### config.mk
export PLATFORM = sky130hd
export DESIGN_NAME = freq_meter
export DESIGN_NICKNAME = d
export VERILOG_FILES = /design/src/rtl/freq_meter_pkg.sv /design/src/rtl/freq_meter_edge_sync.sv /design/src/rtl/freq_meter.sv
export SDC_FILE = /design/constraint.sdc
export NUM_CORES = 1
export LEC_CHECK = 0
export CAP_MARGIN = 0
export CORE_ASPECT_RATIO = 0.75
export CORE_MARGIN = 4
export CORE_UTILIZATION = 64
export DETAILED_ROUTE_END_ITERATION = 6
export PLACE_DENSITY = 0.88
export SKIP_LAST_GASP = 1
export SLEW_MARGIN = 10
export SYNTH_ARGS = -nofsm -noshare
export SYNTH_HDL_FRONTEND = slang
export SYNTH_SLANG_ARGS = --single-unit
### constraint.sdc
create_clock -name clock_in -period 3.3 [get_ports clock_in]
set_input_delay 0.825 -clock clock_in [delete_from_list [all_inputs] [get_ports clock_in]]
set_output_delay 0.825 -clock clock_in [all_outputs]
set_load 0.005 [all_outputs]
### src/rtl/freq_meter_pkg.sv
// Shared types and sizing helpers for the gated edge-counting frequency meter.
package freq_meter_pkg;

    typedef enum logic [1:0] {IDLE, SETTLE, GATE} state_t;

    localparam int DEF_GATE_CYCLES = 50_000_000;
    localparam int DEF_CNT_BITS    = 26;
    localparam int DEF_SYNC_STAGES = 2;

    // Counter width for a counter running 0..n-1, never narrower than one bit.
    function automatic int cnt_width(input int n);
        return (n < 2) ? 1 : $clog2(n);
    endfunction

endpackage

### src/rtl/freq_meter_edge_sync.sv
// Multi-flop synchronizer with a registered rising-edge pulse; rise lands
// SYNC_STAGES+1 clocks after the asynchronous input goes high.
module edge_sync #(
    parameter int SYNC_STAGES = 2
) (
    input  logic clock_in,
    input  logic reset_n,
    input  logic d_async,
    output logic rise
);

    logic [SYNC_STAGES-1:0] sync;
    logic                   prev;

    always_ff @(posedge clock_in or negedge reset_n) begin
        if (!reset_n) begin
            sync <= '0;
            prev <= 1'b0;
            rise <= 1'b0;
        end else begin
            sync <= {sync[SYNC_STAGES-2:0], d_async};
            prev <= sync[SYNC_STAGES-1];
            rise <= sync[SYNC_STAGES-1] & ~prev;
        end
    end

endmodule

### src/rtl/freq_meter.sv
// Counts rising edges of an asynchronous input over back-to-back gate windows
// of GATE_CYCLES clocks and publishes each count with a one-cycle valid strobe.
module freq_meter
    import freq_meter_pkg::*;
#(
    parameter int GATE_CYCLES = DEF_GATE_CYCLES,
    parameter int CNT_BITS    = DEF_CNT_BITS,
    parameter int SYNC_STAGES = DEF_SYNC_STAGES
) (
    input  logic                clock_in,
    input  logic                reset_n,
    input  logic                enable,
    input  logic                sig_in,
    output logic [CNT_BITS-1:0] freq_out,
    output logic                valid,
    output logic                overflow,
    output logic                busy
);

    localparam int GW = cnt_width(GATE_CYCLES);
    localparam int SW = cnt_width(SYNC_STAGES + 1);
    localparam logic [GW-1:0]       GATE_LAST   = GW'(GATE_CYCLES - 1);
    localparam logic [SW-1:0]       SETTLE_LAST = SW'(SYNC_STAGES);
    localparam logic [CNT_BITS-1:0] CNT_MAX     = '1;

    state_t              state, state_nxt;
    logic [GW-1:0]       gate_cnt;
    logic [SW-1:0]       settle_cnt;
    logic [CNT_BITS-1:0] edge_cnt, edge_sum;
    logic                sat_seen, edge_drop, edge_rise, window_end;

    edge_sync #(.SYNC_STAGES(SYNC_STAGES)) u_edge_sync (
        .clock_in (clock_in),
        .reset_n  (reset_n),
        .d_async  (sig_in),
        .rise     (edge_rise)
    );

    // Overflow means an edge was actually dropped, not merely that the count hit all-ones.
    assign edge_drop  = edge_rise && (edge_cnt == CNT_MAX);
    assign edge_sum   = edge_drop ? CNT_MAX : edge_cnt + CNT_BITS'(edge_rise);
    assign window_end = enable && (state == GATE) && (gate_cnt == GATE_LAST);
    assign busy       = (state != IDLE);

    always_ff @(posedge clock_in or negedge reset_n) begin
        if (!reset_n) state <= IDLE;
        else          state <= state_nxt;
    end

    always_comb begin
        state_nxt = state;
        if (!enable) begin
            state_nxt = IDLE;
        end else begin
            case (state)
                IDLE:    state_nxt = SETTLE;
                SETTLE:  if (settle_cnt == SETTLE_LAST) state_nxt = GATE;
                GATE:    state_nxt = GATE;
                default: state_nxt = IDLE;
            endcase
        end
    end

    always_ff @(posedge clock_in or negedge reset_n) begin
        if (!reset_n) begin
            gate_cnt   <= '0;
            settle_cnt <= '0;
            edge_cnt   <= '0;
            sat_seen   <= 1'b0;
        end else if (!enable || state == IDLE) begin
            gate_cnt   <= '0;
            settle_cnt <= '0;
            edge_cnt   <= '0;
            sat_seen   <= 1'b0;
        end else if (state == SETTLE) begin
            settle_cnt <= settle_cnt + SW'(1);
        end else if (window_end) begin
            gate_cnt <= '0;
            edge_cnt <= '0;
            sat_seen <= 1'b0;
        end else begin
            gate_cnt <= gate_cnt + GW'(1);
            edge_cnt <= edge_sum;
            sat_seen <= sat_seen | edge_drop;
        end
    end

    // Published results hold across disable; only reset clears them.
    always_ff @(posedge clock_in or negedge reset_n) begin
        if (!reset_n) begin
            freq_out <= '0;
            overflow <= 1'b0;
            valid    <= 1'b0;
        end else begin
            valid <= window_end;
            if (window_end) begin
                freq_out <= edge_sum;
                overflow <= sat_seen | edge_drop;
            end
        end
    end

endmodule

Yosys cells after proc, flatten, opt, wreduce, memory -nomap -nowiden
Index checks and enable logic that the tools add are counted.
{"block": "word_totals", "latch_bits": 0, "ram_bits": 0, "word_cells": 47, "rom_bits": 0, "mem_count": 0, "ff_bits": 89, "output_inout_bits": 29, "input_bits": 4}
{"block": "classes", "n_mux": 15, "reduce_logical": 8, "n_shift": 0, "multipliers": 0, "n_eq_ne": 7, "n_bitwise": 3, "addsub": 3, "magnitude_cmp": 0, "div_mod_pow": 0}
{"operator": "two-way mux 26 bit", "n": 7}
{"operator": "== test 26 bit, second input constant", "n": 2}
{"operator": "adder 26 x 1 -> 26 bit", "n": 1}
{"operator": "adder 26 x 1 -> 26 bit, second input constant", "n": 1}
{"operator": "two-way mux 2 bit", "n": 4}
{"operator": "case mux 2 bit (3 select lines)", "n": 1}
{"operator": "== test 2 bit, second input constant", "n": 2}
{"operator": "nonzero test 2 bit", "n": 2}
{"operator": "logical AND 1 bit", "n": 3}
{"operator": "two-way mux 1 bit", "n": 3}
{"operator": "inequality test 3 bit, second input constant", "n": 1}
{"operator": "adder 2 x 1 -> 2 bit, second input constant", "n": 1}
{"operator": "== test 2 x 1 -> 1 bit, second input constant", "n": 1}
{"operator": "logical NOT 2 bit", "n": 1}
{"operator": "inequality test 2 bit, second input constant", "n": 1}
{"operator": "bitwise AND 1 bit", "n": 1}
{"operator": "logical NOT 1 bit", "n": 1}
{"operator": "logical OR 1 bit", "n": 1}
{"operator": "inverter 1 bit", "n": 1}
{"operator": "bitwise OR 1 bit", "n": 1}

Longest topological paths before layout
Gate-level depths: netlist (run 1).
{"block": "depth", "ltp_word": 6, "mapped_depth": 10, "ltp_nobuf": 7}

Cells and area by module
A second synthesis (run 1) with hierarchy kept.
{"block": "unflattened", "hier_cells": 528, "area_unflattened_um2": 4863.4}
{"module": "freq_meter", "seq_area_each_um2": 2127.0, "cells_per_inst": 523, "area_per_inst_um2": 4749.6, "instances": 1}
{"module": "edge_sync", "seq_area_each_um2": 100.1, "cells_per_inst": 5, "area_per_inst_um2": 113.9, "instances": 1}

Least setup slack after synthesis (run 1)
Ideal clock, no wire load.
{"block": "synth_timing", "path_type": "input-to-reg", "from": "input enable", "to": "register gate_cnt[14]", "t_arrival_ns": 2.070, "setup_time_ns": 0.082, "n_path_buf": 2, "path_stages": 6, "required_time_ns": 3.218, "path_slack_ns": 1.148, "cell_sequence": "nand2_1 -> clkbuf_1 -> a311oi_2 -> clkbuf_1 -> o21ai_0 -> a31oi_1"}
{"block": "synth_via", "elab_chain_len": 5, "elab_cells_between_ends": 8, "cone_classes": "1 x eq/ne; 3 x mux; 4 x reduce/logical"}
{"element": "from (decl)", "line": "freq_meter.sv:12", "source": "input logic enable,"}
{"element": "logical AND 1 bit (2 in a row)", "line": "freq_meter.sv:42", "source": "assign window_end = enable && (state == GATE) && (gate_cnt == GATE_LAST);"}
{"element": "two-way mux 26 bit", "line": "freq_meter.sv:77", "source": "end else if (window_end) begin"}
{"element": "two-way mux 26 bit", "line": "freq_meter.sv:75", "source": "end else if (state == SETTLE) begin"}
{"element": "two-way mux 26 bit", "line": "freq_meter.sv:70", "source": "end else if (!enable || state == IDLE) begin"}
{"element": "to (signal assigned)", "line": "freq_meter.sv:82", "source": "gate_cnt <= gate_cnt + GW'(1);"}
{"element": "to (decl)", "line": "freq_meter.sv:27", "source": "logic [GW-1:0] gate_cnt;"}
Parallel ways exist; a longest one is shown, timed or not. The select of a mux whose other input is x is not followed.
A chain may end at the register's enable or synchronous reset.

Final worst setup path (run 1)
{"block": "layout_timing", "from": "register state[0]", "to": "register freq_out[12]"}
{"block": "layout_via", "elab_chain_len": 3}
{"element": "from (decl)", "line": "freq_meter.sv:26", "source": "state_t state, state_nxt;"}
{"element": "from (signal assigned)", "line": "freq_meter.sv:47", "source": "else state <= state_nxt;"}
{"element": "== test 2 bit", "line": "freq_meter.sv:42"}
{"element": "logical AND 1 bit (2 in a row)", "line": "freq_meter.sv:42"}
{"element": "to (signal assigned)", "line": "freq_meter.sv:97", "source": "freq_out <= edge_sum;"}
{"element": "to (decl)", "line": "freq_meter.sv:14", "source": "output logic [CNT_BITS-1:0] freq_out,"}
Every way passes these cells.

==> results of run 1 <==
-- area by class of cell --
class	count	share of cell area, %
Clock buffer	9	2.30
Clock inverter	7	1.44
Inverter	16	1.11
Multi-Input combinational cell	395	43.5
Sequential cell	89	41.3
Tap cell	98	2.27
Timing Repair Buffer	46	8.07
-- where the power goes --
| part | internal (mW) | total [mW] | switching, mW |
|---|---|---|---|
| registers | 1.11 | 1.13 | 0.0212 |
| clock network | 0.357 | 0.769 | 0.412 |
| logic | 0.147 | 0.462 | 0.315 |
| total | 1.62 | 2.37 | 0.749 |
-- flip-flops by register name (all words and copies together), names as in the netlist --
register	flops
edge_cnt	26
u_edge_sync.prev	1
gate_cnt	26
state	2
freq_out	26
u_edge_sync.rise	1
u_edge_sync.sync	2
sat_seen	1
overflow	1
settle_cnt	2
valid	1
-- worst paths after layout --
| path | startpoint | end | cells after the start |
|---|---|---|---|
| max | state[0] | freq_out[12] | 8 |
| min | u_edge_sync.sync[0] | u_edge_sync.sync[1] | 0 |
| max reg2reg | state[0] | freq_out[12] | 8 |
| min reg2reg | u_edge_sync.sync[0] | u_edge_sync.sync[1] | 0 |
| max in group asynchronous | reset_n | u_edge_sync.rise | 1 |
| min in group asynchronous | reset_n | state[0] | 1 |
-- layer usage --
layer | part of all wire, % | vias to the layer above
met4 | 2.6 | 0
met3 | 11 | 39
met5 | 0 | -
met2 | 43 | 256
li1 | - | 1991
met1 | 43 | 2088
-- metrics by stage --
| stage | area, sq um | hold slack [ns] |
|---|---|---|
| floorplan | 4770 | 0.331 |
| global placement | 5190 | 0.343 |
| detailed placement | 5190 | 0.342 |
| CTS | 5390 | 0.373 |
| global route | 5390 | 0.389 |
| finish | 5390 | 0.370 |
-- cells in the mapped netlist (5+ instances only) --
cell | instances | area [sq um]
dfrtp_1 | 89 | 2230
nor2_1 | 58 | 218
nand2_1 | 43 | 161
nand3_1 | 40 | 200
a31oi_1 | 36 | 225
a21oi_1 | 29 | 145
o21ai_0 | 25 | 125
clkbuf_1 | 19 | 71.3
xnor2_1 | 17 | 149
and3_1 | 15 | 93.8
inv_1 | 15 | 56.3
nand4_1 | 15 | 93.8
nor3_1 | 14 | 70.1
or3_1 | 12 | 75.1
buf_2 | 8 | 40.0
ha_1 | 8 | 100
xor2_1 | 8 | 70.1
and4_1 | 7 | 61.3
nor4_1 | 7 | 43.8
o21ai_1 | 7 | 35.0
a22o_1 | 5 | 43.8
o21a_1 | 5 | 37.5
-- logic make-up after synthesis --
group	count (synthesis)
buffers and inverters	50
AO/OA/AOI/OAI	130
flip-flops	89
AND/OR/NAND/NOR	230
multiplexers	2
adder cells (fa/ha/maj)	8
XOR/XNOR	25
==> qor.log, run 1 <==
[outcome] run status finished, final reports clean
[global_routing] largest net degree at the start of global routing 90
[global_routing] antenna violations before repair 0
[pwr] worst-case vdd ir drop 484 uV
[setup_path] largest fanout on the critical path 17
[global_routing] GR Layer Usage met2 38.5%
[route] WL/cell 18.1 um
[setup_path] slack of the worst reg-to-reg path 0.72 ns
[finish] number of nets in the layout 569
[place] routability cong. 0.902
[synthesis] EDFF count, synth 0
[route] ratio of routed vias to standard cells 6.63
[clocking] Hold-fix buffers, CTS 0
[timing] number of pins exceeding their max-slew limit in the final report 0
[clocking] total of cells resized after clock tree synthesis 0
[route] antenna violation net count after detailed routing 0
[timing] final-layout setup total negative slack 0 ns
[timing] post-layout worst setup margin 0.716 ns
[floorplan] starting utilization of the core area 67.9%
[synthesis] library cells used by synthesis 50
[synthesis] share of flip-flops with an asynchronous set or reset after synthesis 100%
[clocking] number of buffers created by CTS 9
[synthesis] main combinational cell family by area after synthesis simple AND/OR/NAND/NOR gates
[floorplan] area enclosed by the die boundary 0.00892 sq mm
[synthesis] number of standard cells after synthesis 534
[setup_path] stage delay of the slowest cell on the critical path 0.51 ns
[timing] Final Cycle Share 78.3%
[setup_path] CP Data Required Time 3.59 ns
[clocking] # H-tree levels 3
[pwr] power after layout 2.37 mW
[timing] headroom to the max-slew limit 25.3%
[synthesis] simple logic cell fraction of the synthesized area 24.8%
[finish] area added between synthesis and finish 12.9%
[synthesis] Cell Area, Synth 0.00477 sq mm
[pwr] Leakage Power 2.20 nW
[setup_path] Critical Path Most Common Cell nor2_1
[route] overall via count from detail_route 4374
[clocking] source-to-sink clock delay at the later pin of the worst-skew pair 0.36 ns
[setup_path] cell with the largest stage delay on the worst path and3_1
[synthesis] multiplexer fraction of the synthesized cell area 0.419%
[global_routing] grt peak-use layer met1
[route] TritonRoute pass-1 iters 6
[place] number of instances in the placed design 644
[finish] most common cell after layout, fill and taps aside dfrtp_1
[floorplan] core area 0.00703 sq mm
[finish] Util after Layout 76.7%
[clocking] CTS tree built
[place] I/O Buffers 32
[route] total wire length after detailed routing 12000 um
[timing] setup clock skew after layout 0.00801 ns
[min_path] Hold WC Path Type reg2reg
[synthesis] top_reg_cell synth dfrtp_1
[global_routing] routing usage on met1 42.1%
[setup_path] dominant delay contributor by cell family on the critical path simple AND/OR/NAND/NOR gates
[finish] commonest cells after routing, fill and taps aside 89 x dfrtp_1, 58 x nor2_1, 43 x nand2_1
[setup_path] worst path cell trace inv_1 > ha_1 > or4bb_1 > nor2_1 > and3_1 > buf_4 > nor2_1 > a31oi_1
[global_routing] number of global-route vias before repair 4063
[global_routing] wire length of the first global-routing pass 19900 um
[synthesis] FF+latch count, synth 89
[setup_path] Crit Path Category reg2reg
[floorplan] width of the die 108 um
[clocking] clock slew at the register clock pins of the worst setup and hold paths 0.09 ns
[clocking] setup repair bufs after CTS 0
[synthesis] Synth Area in XOR/XNOR 4.59%
[floorplan] num rows 26
[synthesis] average cell area after synthesis 8.94 sq um
[pwr] total power density per cell area 439 mW/mm^2
[global_routing] combined global-route utilization of all metal layers 27.6%
[place] DP Wirelength 8110 um
[timing] RSZ-0062 raised after global routing no
[synthesis] portion of the post-synthesis area used by sequential elements 46.6%
[finish] fill cell total of the finished layout 501
[synthesis] compound-gate portion of the synthesized area 17.0%
[clocking] number of sinks on the clock net 89
[finish] number of antenna repair diodes 0
[timing] final setup violating endpoints 0
[route] DRT iter0 DRCs 464
[global_routing] global-route congestion overflow total 0
[synthesis] Net Count, Synth 546
[setup_path] number of buffers and inverters on the critical path 2
[flow_run] Max Cap Viol 0
[floorplan] die height 82.8 um
[finish] share of post-route cells with drive strength above 1 6.76%
[timing] shortest clock period the worst path allows after layout 2.58 ns
[timing] Final Hold Viols 0
[finish] area taken by flip-flops and latches 0.00223 sq mm
[setup_path] data arrival time of the worst path 2.87 ns
[synthesis] Yosys warning count 0
[floorplan] number of I/O pins 33
[timing] FMAX 387 MHz
[global_routing] met3 track demand over resource in global routing 7.21%
[clocking] number of buffers on the longest clock path 2
[setup_path] type of element capturing the critical path flop
[finish] multi-input combinational cell area 0.00235 sq mm
[finish] post-layout instance count excluding filler cells 660
[synthesis] adder-cell share of the synthesized area 2.10%
[place] post-placement worst setup slack 0.376 ns
[clocking] cell chosen for the clock root clkbuf_8
[timing] Slew @ Worst Pin 1.12 ns
[setup_path] critical path startpoint category flop
[route] DRC violations left 0
Power figures use the tool's default switching activity.
==> inputs of run 2 (changes only) <==
--- a/config.mk
+++ b/config.mk
@@ -8,9 +8,9 @@
 export CAP_MARGIN = 0
 export CORE_ASPECT_RATIO = 0.75
 export CORE_MARGIN = 4
-export CORE_UTILIZATION = 64
+export CORE_UTILIZATION = 59
 export DETAILED_ROUTE_END_ITERATION = 6
-export PLACE_DENSITY = 0.88
+export PLACE_DENSITY = 0.82
 export SKIP_LAST_GASP = 1
 export SLEW_MARGIN = 10
 export SYNTH_ARGS = -nofsm -noshare
==> constraint.sdc (replaced) <==
create_clock -name clock_in -period 2.52 [get_ports clock_in]
set_input_delay 0.63 -clock clock_in [delete_from_list [all_inputs] [get_ports clock_in]]
set_output_delay 0.63 -clock clock_in [all_outputs]
set_load 0.005 [all_outputs]
==> run 2 against run 1 <==
Count of clock-buffer cells in the layout did not move. Combinational power grew 38%. Utilization fell by 6.5 points. Total power increased by 29%. Fmax rose by 10%. Setup slack worse by 0.54 ns. Final area up 2.7%. Sequential power up 32%. Clock skew rose by 0.0016 ns. Hold slack worse by 0.21 ns. Critical endpoint is now edge_cnt[24]. Highest routed layer unchanged.
==> qor.log, run 2 (synthesis results as in run 1) <==
[finish] fill cell total of the finished layout 610 [+22%]
[setup_path] cell with the largest stage delay on the worst path dfrtp_1
[timing] headroom to the max-slew limit 55.5% [+30 points]
[timing] setup clock skew after layout 0.00962 ns [+0.00161 ns]
[timing] final-layout setup total negative slack 0 ns [unchanged]
[finish] share of post-route cells with drive strength above 1 9.66% [+2.9 points]
[floorplan] die height 85.9 um [+3.8%]
[finish] area added between synthesis and finish 16.0%
[finish] area taken by flip-flops and latches 0.00223 sq mm [unchanged]
[floorplan] starting utilization of the core area 60.6% [-7.4 points]
[clocking] total of cells resized after clock tree synthesis 0 [unchanged]
[setup_path] reg2reg start gate_cnt[0]
[setup_path] worst path cell trace ha_1 > nand3_1 > nor4_1 > buf_4 > a311o_2 > buf_4 > o2bb2ai_1 > a21o_1
[finish] most common cell after layout, fill and taps aside dfrtp_1
[finish] number of nets in the layout 587 [+3.2%]
[clocking] CTS tree built
[pwr] Leakage Power 2.28 nW [+4.0%]
[clocking] setup repair bufs after CTS 0 [unchanged]
[place] number of instances in the placed design 669 [+3.9%]
[setup_path] CP Data Required Time 2.79 ns [-0.80 ns]
[setup_path] largest fanout on the critical path 19 [+2]
[setup_path] data arrival time of the worst path 2.62 ns [-0.25 ns]
[route] DRC violations left 0 [unchanged]
[finish] largest registers edge_cnt: 26 flops, freq_out: 26 flops, gate_cnt: 26 flops
[route] total wire length after detailed routing 12300 um [+2.7%]
[min_path] Hold WC Path Type in2async
[clocking] Hold-fix buffers, CTS 0 [unchanged]
[timing] Final Cycle Share 93.1% [+15 points]
[floorplan] width of the die 112 um [+3.8%]
[clocking] number of buffers on the longest clock path 2 [unchanged]
[finish] Util after Layout 70.2% [-6.5 points]
[finish] multi-input combinational cell area 0.00235 sq mm [unchanged]
[place] routability cong. 0.948 [+5.1%]
[global_routing] number of global-route vias before repair 4138 [+1.8%]
[setup_path] Crit Path Category reg2reg
[route] ratio of routed vias to standard cells 6.44 [-2.9%]
[finish] commonest cells after routing, fill and taps aside 89 x dfrtp_1, 58 x nor2_1, 43 x nand2_1
[finish] number of antenna repair diodes 0 [unchanged]
[place] DP Wirelength 8610 um [+6.1%]
[timing] Slew @ Worst Pin 0.662 ns [-0.458 ns]
[clocking] clock slew at the register clock pins of the worst setup and hold paths 0.10 ns [about the same]
[pwr] total power density per cell area 553 mW/mm^2 [+26%]
[floorplan] num rows 28 [+7.7%]
[clocking] number of buffers created by CTS 9 [unchanged]
[clocking] cell chosen for the clock root clkbuf_8
[setup_path] FF-to-FF path depth 8 [unchanged]
[floorplan] area enclosed by the die boundary 0.00961 sq mm [+7.7%]
[timing] number of pins exceeding their max-slew limit in the final report 0 [unchanged]
[global_routing] global-route congestion overflow total 0 [unchanged]
[floorplan] core area 0.00788 sq mm [+12%]
[setup_path] stage delay of the slowest cell on the critical path 0.42 ns [-0.09 ns]
[flow_run] Max Cap Viol 0 [unchanged]
[setup_path] Critical Path Most Common Cell buf_4
[clocking] number of sinks on the clock net 89 [unchanged]
[finish] post-layout instance count excluding filler cells 685 [+3.8%]
[timing] RSZ-0062 raised after global routing no
[timing] Final Hold Viols 0 [unchanged]
[place] I/O Buffers 32 [unchanged]
[route] DRT iter0 DRCs 412 [-11%]
[route] antenna violation net count after detailed routing 0 [unchanged]
[global_routing] wire length of the first global-routing pass 20500 um [+2.9%]
[pwr] worst-case vdd ir drop 318 uV [-34%]
[route] overall via count from detail_route 4410 [+0.82%]
[pwr] power after layout 3.06 mW [+29%]
[global_routing] largest net degree at the start of global routing 42 [-53%]
[setup_path] worst setup path start gate_cnt[0]
[floorplan] number of I/O pins 33 [unchanged]
[route] TritonRoute pass-1 iters 5 [-1]
[global_routing] antenna violations before repair 0 [unchanged]
[setup_path] type of element capturing the critical path flop
[setup_path] critical path startpoint category flop
[clocking] source-to-sink clock delay at the later pin of the worst-skew pair 0.38 ns [+0.02 ns]
[global_routing] combined global-route utilization of all metal layers 26.5% [-1.0 points]
[clocking] # H-tree levels 3 [unchanged]
[timing] FMAX 426 MHz [+10%]
[timing] shortest clock period the worst path allows after layout 2.35 ns [-0.237 ns]
[route] WL/cell 17.9 um [-1.0%]
[outcome] run status finished, final reports clean
[timing] final setup violating endpoints 0 [unchanged]
[setup_path] slack of the worst reg-to-reg path 0.17 ns [-0.54 ns]
## run 2: changes by cell type in the layout (fill, tap and decap cells not counted)
| cell | delta |
|---|---|
| buf_4 | +16 |
| buf_12 | +2 |
| clkinv_2 | +1 |
| inv_6 | +2 |
| bufinv_16 | -1 |
| clkinv_4 | -2 |
## run 2: area by class of cell
type | count | share of cell area (%)
sequential | 89 | 40.2
clock inverter | 7 | 0.949
multi-input combinational | 395 | 42.4
inverter | 16 | 1.08
timing repair buffer | 64 | 10.8
clock buffer | 9 | 2.24
tap | 105 | 2.37
## run 2: stage by stage
step                      worst slack [ns]  instance area (sq um)  hold WS (ns)
after floorplan                      0.396                   4770         0.331
after global placement              0.0284                   5360         0.340
after detailed placement           -0.0498                   5360         0.341
after CTS                            0.223                   5540         0.170
after global routing                0.0413                   5540         0.175
final                                0.173                   5540         0.157
## run 2: per-layer routing
metal / global-route usage [%] / vias to the layer above / wire, um
li1: - / 2025 / -
met1: 38.5 / 2096 / 5390
met2: 39.4 / 255 / 5420
met3: 7.48 / 34 / 1280
met4: 7.07 / 0 / 191
met5: 0 / - / 0
## run 2: where the power goes
part           internal (mW)  switching (mW)
registers               1.46          0.0282
clock network          0.369           0.568
logic                  0.223           0.415
## run 2: worst max-delay path: cells and delay by family (launching register included)
kind | cells | cell delay [ns]
compound gates | 3 | 0.66
fa+ha+maj | 1 | 0.22
buf+inv | 2 | 0.42
flops | 1 | 0.42
simple gates | 2 | 0.52
## run 2: worst paths after layout
check	end
setup / recovery	edge_cnt[24]
hold / removal	freq_out[12]
setup reg to reg	edge_cnt[24]
hold reg to reg	u_edge_sync.sync[1]
max in group asynchronous	edge_cnt[16]
min in group clock_in	u_edge_sync.sync[1]
==> inputs of run 3 (changes only) <==
--- a/config.mk
+++ b/config.mk
@@ -5,7 +5,7 @@
 export SDC_FILE = /design/constraint.sdc
 export NUM_CORES = 1
 export LEC_CHECK = 0
-export CAP_MARGIN = 0
+export CAP_MARGIN = 10
 export CORE_ASPECT_RATIO = 0.75
 export CORE_MARGIN = 4
 export CORE_UTILIZATION = 59
==> results of run 3 <==
The final DEF is identical to that of run 2; final timing and power are the same.
